==> src/rtl/spi_master_arbiter.sv <==
// Round-robin arbiter sharing one SPI master engine between NUM_REQ clients.
// Sequences chip select, start pulse and completion, and enforces a CS gap and a watchdog.
module spi_master_arbiter #(
    parameter int unsigned NUM_REQ    = 4,
    parameter int unsigned data_width = 8,
    parameter int unsigned CS_GAP     = 2,
    parameter int unsigned TIMEOUT    = 1024
) (
    input  logic                            clk,
    input  logic                            rst,
    input  logic [NUM_REQ-1:0]              req,
    input  logic [NUM_REQ*data_width-1:0]   req_data,
    output logic [NUM_REQ-1:0]              grant,
    output logic [NUM_REQ-1:0]              done,
    output logic                            err,
    output logic [data_width-1:0]           rdata,
    output logic                            busy,
    output logic [NUM_REQ-1:0]              cs_n,
    output logic                            start_master,
    output logic [data_width-1:0]           data_master_in,
    input  logic                            finish_master,
    input  logic [data_width-1:0]           data_master_out
);

    localparam int unsigned IDX_W     = $clog2(NUM_REQ);
    localparam int unsigned WCNT_W    = (TIMEOUT > 0) ? $clog2(TIMEOUT + 1) : 1;
    localparam int unsigned GCNT_W    = (CS_GAP > 0) ? $clog2(CS_GAP + 1) : 1;
    localparam int unsigned WAIT_LAST = (TIMEOUT > 0) ? TIMEOUT - 1 : 0;
    // The IDLE cycle that follows GAP is itself one of the CS_GAP deselected cycles.
    localparam int unsigned GAP_LAST  = (CS_GAP >= 2) ? CS_GAP - 2 : 0;

    typedef enum logic [2:0] {
        ST_IDLE,
        ST_SETUP,
        ST_START,
        ST_WAIT,
        ST_DONE,
        ST_GAP
    } state_e;

    state_e                  state_q, state_d;
    logic [IDX_W-1:0]        idx_q, idx_d;
    logic [IDX_W-1:0]        ptr_q, ptr_d;
    logic [WCNT_W-1:0]       wcnt_q, wcnt_d;
    logic [GCNT_W-1:0]       gcnt_q, gcnt_d;
    logic [NUM_REQ-1:0]      grant_q, grant_d;
    logic [NUM_REQ-1:0]      done_q, done_d;
    logic [NUM_REQ-1:0]      cs_n_q, cs_n_d;
    logic                    err_q, err_d;
    logic                    busy_q;
    logic                    start_q, start_d;
    logic [data_width-1:0]   rdata_q, rdata_d;
    logic [data_width-1:0]   dmi_q, dmi_d;
    logic                    fin_prev_q;

    logic                    fin_edge;
    logic                    sel_found;
    logic [IDX_W-1:0]        sel_idx;
    logic [data_width-1:0]   sel_word;
    logic [NUM_REQ-1:0]      sel_oh;
    logic [NUM_REQ-1:0]      idx_oh;

    assign fin_edge = finish_master & ~fin_prev_q;
    assign sel_oh   = NUM_REQ'(1) << sel_idx;
    assign idx_oh   = NUM_REQ'(1) << idx_q;

    // Round-robin pick: first asserted request after the pointer, with wrap.
    always_comb begin
        sel_found = 1'b0;
        sel_idx   = '0;
        sel_word  = '0;
        for (int unsigned k = 1; k <= NUM_REQ; k++) begin
            if (!sel_found && req[IDX_W'((32'(ptr_q) + k) % NUM_REQ)]) begin
                sel_found = 1'b1;
                sel_idx   = IDX_W'((32'(ptr_q) + k) % NUM_REQ);
            end
        end
        for (int unsigned i = 0; i < NUM_REQ; i++) begin
            if (sel_idx == IDX_W'(i)) begin
                sel_word = req_data[i*data_width +: data_width];
            end
        end
    end

    // Next-state and registered-output logic.
    always_comb begin
        state_d = state_q;
        idx_d   = idx_q;
        ptr_d   = ptr_q;
        wcnt_d  = wcnt_q;
        gcnt_d  = gcnt_q;
        grant_d = grant_q;
        cs_n_d  = cs_n_q;
        done_d  = '0;
        err_d   = 1'b0;
        start_d = 1'b0;
        rdata_d = rdata_q;
        dmi_d   = dmi_q;

        case (state_q)
            ST_IDLE: begin
                if (sel_found) begin
                    state_d = ST_SETUP;
                    idx_d   = sel_idx;
                    ptr_d   = sel_idx;
                    dmi_d   = sel_word;
                    grant_d = sel_oh;
                    cs_n_d  = ~sel_oh;
                end
            end
            ST_SETUP: begin
                state_d = ST_START;
                start_d = 1'b1;
            end
            ST_START: begin
                state_d = ST_WAIT;
                wcnt_d  = '0;
            end
            ST_WAIT: begin
                if (fin_edge) begin
                    state_d = ST_DONE;
                    rdata_d = data_master_out;
                    done_d  = idx_oh;
                end else if ((TIMEOUT != 0) && (wcnt_q == WCNT_W'(WAIT_LAST))) begin
                    state_d = ST_DONE;
                    done_d  = idx_oh;
                    err_d   = 1'b1;
                end else begin
                    wcnt_d  = wcnt_q + WCNT_W'(1);
                end
            end
            ST_DONE: begin
                grant_d = '0;
                cs_n_d  = '1;
                gcnt_d  = '0;
                state_d = (CS_GAP >= 2) ? ST_GAP : ST_IDLE;
            end
            ST_GAP: begin
                if (gcnt_q == GCNT_W'(GAP_LAST)) begin
                    state_d = ST_IDLE;
                end else begin
                    gcnt_d  = gcnt_q + GCNT_W'(1);
                end
            end
            default: begin
                state_d = ST_IDLE;
                grant_d = '0;
                cs_n_d  = '1;
            end
        endcase
    end

    always_ff @(posedge clk) begin
        if (rst) begin
            state_q    <= ST_IDLE;
            idx_q      <= '0;
            ptr_q      <= IDX_W'(NUM_REQ - 1);
            wcnt_q     <= '0;
            gcnt_q     <= '0;
            grant_q    <= '0;
            done_q     <= '0;
            cs_n_q     <= '1;
            err_q      <= 1'b0;
            busy_q     <= 1'b0;
            start_q    <= 1'b0;
            rdata_q    <= '0;
            dmi_q      <= '0;
            fin_prev_q <= 1'b0;
        end else begin
            state_q    <= state_d;
            idx_q      <= idx_d;
            ptr_q      <= ptr_d;
            wcnt_q     <= wcnt_d;
            gcnt_q     <= gcnt_d;
            grant_q    <= grant_d;
            done_q     <= done_d;
            cs_n_q     <= cs_n_d;
            err_q      <= err_d;
            busy_q     <= (state_d != ST_IDLE);
            start_q    <= start_d;
            rdata_q    <= rdata_d;
            dmi_q      <= dmi_d;
            fin_prev_q <= finish_master;
        end
    end

    assign grant          = grant_q;
    assign done           = done_q;
    assign err            = err_q;
    assign rdata          = rdata_q;
    assign busy           = busy_q;
    assign cs_n           = cs_n_q;
    assign start_master   = start_q;
    assign data_master_in = dmi_q;

endmodule

==> config.mk <==
export PLATFORM = sky130hd
export DESIGN_NAME = spi_master_arbiter
export DESIGN_NICKNAME = d
export VERILOG_FILES = /design/src/rtl/spi_master_arbiter.sv
export SDC_FILE = /design/constraint.sdc
export NUM_CORES = 1
export LEC_CHECK = 0
export BUFFER_PORTS_ARGS = -buffer_cell sky130_fd_sc_hd__buf_2
export CAP_MARGIN = 20
export CORE_AREA = 2 2 77 79
export DETAILED_ROUTE_END_ITERATION = 6
export DIE_AREA = 0 0 79 81
export MAX_ROUTING_LAYER = met4
export PLACE_DENSITY = 0.75
export SKIP_LAST_GASP = 1
export SLEW_MARGIN = 15
export SYNTH_ARGS = -nofsm -noshare
export SYNTH_HDL_FRONTEND = slang
export SYNTH_SLANG_ARGS = --single-unit
==> constraint.sdc <==
create_clock -name clk -period 1.8 [get_ports clk]
set_input_delay 0.09 -clock clk [delete_from_list [all_inputs] [get_ports clk]]
set_output_delay 0.09 -clock clk [all_outputs]
set_load 0.005 [all_outputs]
== After elaboration in Yosys (flattened, before gate mapping) ==
Cells that the tools add are included.

* Bits in registers: 52
* Latch bits: 0
* RAM bits: 0
* Memory bits (read-only): 0
* Output and inout port bits: 31
* Memories: 0

* Add/subtract/negate cells: 6
* Multipliers: 0
* Div/mod/pow operators: 0
* Magnitude comparators: 4
* Eq/ne operators: 13
* Shifts and indexed selects: 2
* Muxes and demuxes: 38
* Bitwise gates (word level): 5
* Reductions and logical operators: 20

{| class="wikitable"
|+ Operators by type and width
! cell !! number
|-
| $mux 8 || 4
|-
| $mux 11 || 2
|-
| $pmux 11 s2 || 1
|-
| $pmux 3 s6 || 1
|-
| $mux 4 || 4
|-
| $pmux 4 s2 || 2
|-
| $lt 2x3->1 const B || 4
|-
| $mux 3 || 4
|-
| $add 11x1->11 const B || 1
|-
| $eq 11x10->1 const B || 1
|-
| $mux 1 || 10
|-
| $mux 2 || 5
|-
| $bmux 1 s2 || 4
|-
| $ne 2x2->1 const B || 4
|-
| $reduce_and 2->1 || 4
|-
| $shl 1x2->4 const A || 2
|-
| $add 2x1->2 const B || 3
|-
| $eq 3x2->1 const B || 2
|-
| $eq 3x3->1 const B || 2
|-
| $add 2x2->2 const B || 2
|-
| $eq 2x2->1 const B || 2
|-
| $logic_not 2->1 || 2
|-
| $not 4->4 || 1
|-
| $pmux 2 s2 || 1
|-
| other kinds (13) || 20
|}

== Depth between registers and ports, before layout ==
* Word-level depth: 18
* Gate-level depth with buffers: 7

== Least setup slack after synthesis ==
Ideal clock, no wire load.

* Kind: flip-flop to flip-flop
* Start point: register ptr_q[1]
* End point: register dmi_q[2], in the netlist data_master_in[2]
* Library setup time: 132 ps
* Arrival: 1,561 ps
* Data required time: 1,668 ps
* Setup slack: 107 ps
* Cell stages (with the launch flop): 8
* Path buffers: 2
* Period minus slack after synthesis: 1,693 ps
* Path through: dfxtp_1 > buf_2 > nor3b_1 > a311oi_4 > buf_6 > mux2_4 > a22oi_2 > a211oi_2

* Longest elaborated chain between the ends: 18
* Elaborated cells on any way between the ends: 35
* Classes of those cells: 4 x add/sub; 3 x eq/ne; 20 x mux; 8 x reduce/logical

{| class="wikitable"
|+ RTL lines
! item !! RTL line !! RTL
|-
| start: declaration || 43 || <nowiki>logic [IDX_W-1:0] ptr_q, ptr_d;</nowiki>
|-
| start signal: assignment || 157 || <nowiki>ptr_q <= IDX_W'(NUM_REQ - 1);</nowiki>
|-
| start signal: assignment || 172 || <nowiki>ptr_q <= ptr_d;</nowiki>
|-
| $add 2x1->2 || 73, 75 ||
|-
| $bmux 1 s2 || 73 || <nowiki>if (!sel_found && req[IDX_W'((32'(ptr_q) + k) % NUM_REQ)]) begin</nowiki>
|-
| $mux 1 (not written as such) || 73 ||
|-
| $mux 1 || 73 ||
|-
| $logic_not 1->1 || 73 ||
|-
| $logic_and 1x1->1 || 73 ||
|-
| $mux 1 || 73 ||
|-
| $logic_not 1->1 || 73 ||
|-
| $logic_and 1x1->1 || 73 ||
|-
| $mux 1 || 73 ||
|-
| $logic_not 1->1 || 73 ||
|-
| $logic_and 1x1->1 || 73 ||
|-
| $mux 2 || 73 ||
|-
| $logic_not 2->1 || 79 || <nowiki>if (sel_idx == IDX_W'(i)) begin</nowiki>
|-
| $mux 8 (4 in series) || 79 ||
|-
| end signal: assignment || 182 || <nowiki>dmi_q <= dmi_d;</nowiki>
|-
| end: declaration || 53 || <nowiki>logic [data_width-1:0] dmi_q, dmi_d;</nowiki>
|}

Several ways; a longest one is shown, not always the timed one. The select of a mux whose other input is x is not followed.
A chain may end at the register's enable or synchronous reset.

== Worst setup path in the final report ==
* Start point: register ptr_q[0]
* End point: register dmi_q[0], in the netlist data_master_in[0]

Same word-level chain as after synthesis.

==> flow_summary_export.csv <==
group,metric,value,unit
outcome,status,"finished with violations",
outcome,failed_checks,"negative setup slack",
logic_synthesis,synth.largest_area_cell,"dfxtp_1",
layout,fin_util,0.5776,
layout,n_antenna_cell,0,
worst_setup_path,cp-end-kind,"register",
clocking,cts_buffer_depth,2,
routing,wirelength,6277,um
worst_setup_path,critical_path_class,"register to register",
global_route,grt_overflow,0,
clocking,clk-insertion-delay-late,0.30,ns
die,dieArea,6399,sq um
logic_synthesis,synthArstFlopShare,0,
routing,ant_nets,0,
die,start_util,0.4438,
worst_setup_path,crit_required,1.98,ns
sta,final-setup-viol-count,1,
die,die_h,81,um
layout,area_delta_synth_final,30.15,%
sta,clock_skew,0.007290,ns
place,portBuffers,77,
power_and_ir_drop,power_density,950.6,nW/um^2
routing,wl_per_cell,13.50,um
run,drv_cap,0,
worst_setup_path,critPathArrivalTime,1.98,ns
routing,viasPerCell,5.320,
hold_path,hold_class,"input pin to register",
sta,finalHoldViolations,0,
logic_synthesis,synthesis.nets,339,
logic_synthesis,ys_seq_area_frac,0.4133,
layout,layout_common_cells,"buf_2 (78), dfxtp_1 (52), nor2_1 (31), buf_4 (27), nand2_1 (20)",
place,place_area,3120,sq um
clocking,cts.clk_slew.worst_paths,0.09,ns
global_route,grt_pass1_vias,2230,
worst_setup_path,crit_path_top_delay_cell,"a311oi_4",
sta,fin_ws,-0.002867,ns
place,hpwl,4709,um
clocking,clock-sinks,52,
die,rows,28,
die,die_x,79,um
hold_path,whs_path_depth,3,
layout,final_common_cell,"buf_2",
global_route,grt.total_usage,0.2022,
sta,period_needed,1.803,ns
logic_synthesis,postSynthCellCount,290,
routing,dr.pass1.iters,4,
routing,drtIter0Drc,133,
sta,max_freq,554.7,MHz
global_route,antenna_found_initial,0,
logic_synthesis,synth_enable_flop_cells,0,
sta,rsz0062_at_grt,"true",
sta,final.period_utilization,1.002,
worst_setup_path,cp-start-kind,"register",
sta,final_max_slew_viol_count,0,
layout,final_cell_count_no_fill,465,
power_and_ir_drop,peakVddDrop,0.5326,mV
power_and_ir_drop,finalPower,3116,uW
clocking,cts_tree,"yes",
sta,max_slew.worst_pin.slew,0.4861,ns
worst_setup_path,worstPathCellList,"nand2b_4 > a311oi_4 > buf_4 > mux2_1 > a22oi_1 > a211oi_1",
logic_synthesis,syn_area,2519,sq um
logic_synthesis,yosysTopAreaCellShare,0.4133,
place,dpl.cell_count,453,
global_route,grt_pass1_wl,10070,um
logic_synthesis,ys_warn_count,0,
routing,vias,2474,
worst_setup_path,reg2reg_depth,6,
routing,drc_errors,0,
clocking,h-tree-depth,2,
global_route,grt_max_degree,21,
logic_synthesis,synth.distinct_cells,57,
die,io_pins,78,
layout,stdcell_area,3278,sq um
place,place.gp.congestion,0.8537,
clocking,cts_root_buffer,"clkbuf_8",
layout,nets,438,
worst_setup_path,cpPeakStageDelay,0.44,ns
worst_setup_path,crit_fanout,5,
die,core_area,5675,sq um
logic_synthesis,ys_seq_elements,52,
sta,slew_headroom,0.6747,
logic_synthesis,synth_flop_cell,"dfxtp_1",
layout,drive_above_1_share,0.3333,
clocking,cts_made_buffers,5,
logic_synthesis,synth.avg_cell_area,8.685,sq um
power_and_ir_drop,p_leak,0.001431,uW
logic_synthesis,synth.area.top_cells,"dfxtp_1 (41%), nor2_1 (4.6%), a21oi_1 (3.2%)",
[layer usage]
layer / wire (um) / vias to the layer above / global-route usage
li1: - / 1257 / -
met1: 2908 / 1149 / 0.2616
met2: 2992 / 60 / 0.3220
met3: 295 / 8 / 0.04111
met4: 80 / 0 / 0.06034
met5: 0 / - / -
[worst paths after layout]
| kind | from | end | slack (ns) |
|---|---|---|---|
| setup reg to reg | ptr_q[0] | data_master_in[0] | -0.003 |
| hold / removal | data_master_out[5] | rdata[5] | 0.009 |
| setup / recovery | ptr_q[0] | data_master_in[0] | -0.003 |
| hold reg to reg | data_master_in[3] | data_master_in[3] | 0.45 |
[state kept, by name, indices dropped and copies added, names as in the netlist]
name	cells
busy	1
cs_n	4
data_master_in	8
done	4
err	1
fin_prev_q	1
gcnt_q	2
grant	4
idx_q	2
ptr_q	2
rdata	8
start_master	1
state_q	3
wcnt_q	11
[cells by family (layout without fill, tap and decap cells)]
family / after synthesis / in the layout / share of synthesized area
AND/OR/NAND/NOR: 100 / 100 / 0.2042
multiplexers: 10 / 10 / 0.04322
XOR/XNOR: 8 / 8 / 0.02782
adder cells (fa/ha/maj): 2 / 2 / 0.009934
AO/OA/AOI/OAI: 88 / 88 / 0.2504
flip-flops: 52 / 52 / 0.4133
buffers and inverters: 30 / 130 / 0.05117
[final cells by class]
class                   count  area, sq um
fillers                   539         2397
inverters                  15        56.30
flip-flops and latches     52         1041
clock buffers               6        82.58
repair buffers            107        614.3
multi-input cells         208         1380
well taps                  75        93.84
clock inverters             2        10.01
[per-stage QoR]
stage	hold slack, ns	setup slack [ns]	setup TNS [ns]
after floorplan	0.2182	0.1070	0
after global placement	0.3331	0.1241	0
after detailed placement	0.3370	0.03577	0
after CTS	0.004777	0.02053	0
after global routing	0.001429	-0.08226	-0.1544
final	0.008835	-0.002867	-0.002867
[power by group]
group          internal [uW]  total [uW]  switching (uW)
combinational            511        1080             570
sequential              1280        1360            74.5
clock                    307         679             371
total                   2100        3120            1020
[repair_timing]
action / CTS / global route
buffers inserted: 0 / 2
endpoints found under the hold margin: 0 / 1
setup endpoints to repair: 0 / 12
gates resized for setup: 0 / 9
hold buffers: 0 / 1
[critical path, delay by kind of cell (launching register included)]
family,cells,cell delay [ns]
mux,1,0.31
simple gates,1,0.16
flops,1,0.33
compound gates,3,0.68
buf+inv,1,0.18
[synth_stat cells, types with 4 or more instances]
master    count
dfxtp_1      52
nor2_1       31
nand2_1      20
a21oi_1      16
inv_1        15
o21ai_0      14
a21o_1       10
nand2b_1     10
a211oi_1      9
clkbuf_1      8
xnor2_1       8
mux2i_1       6
nand3b_1      6
a221oi_1      5
a22oi_1       5
a31oi_1       5
nand3_1       5
nor3_1        5
o311ai_0      5
buf_2         4
nor3b_1       4
Note: power is estimated with default switching activity, not from simulation.
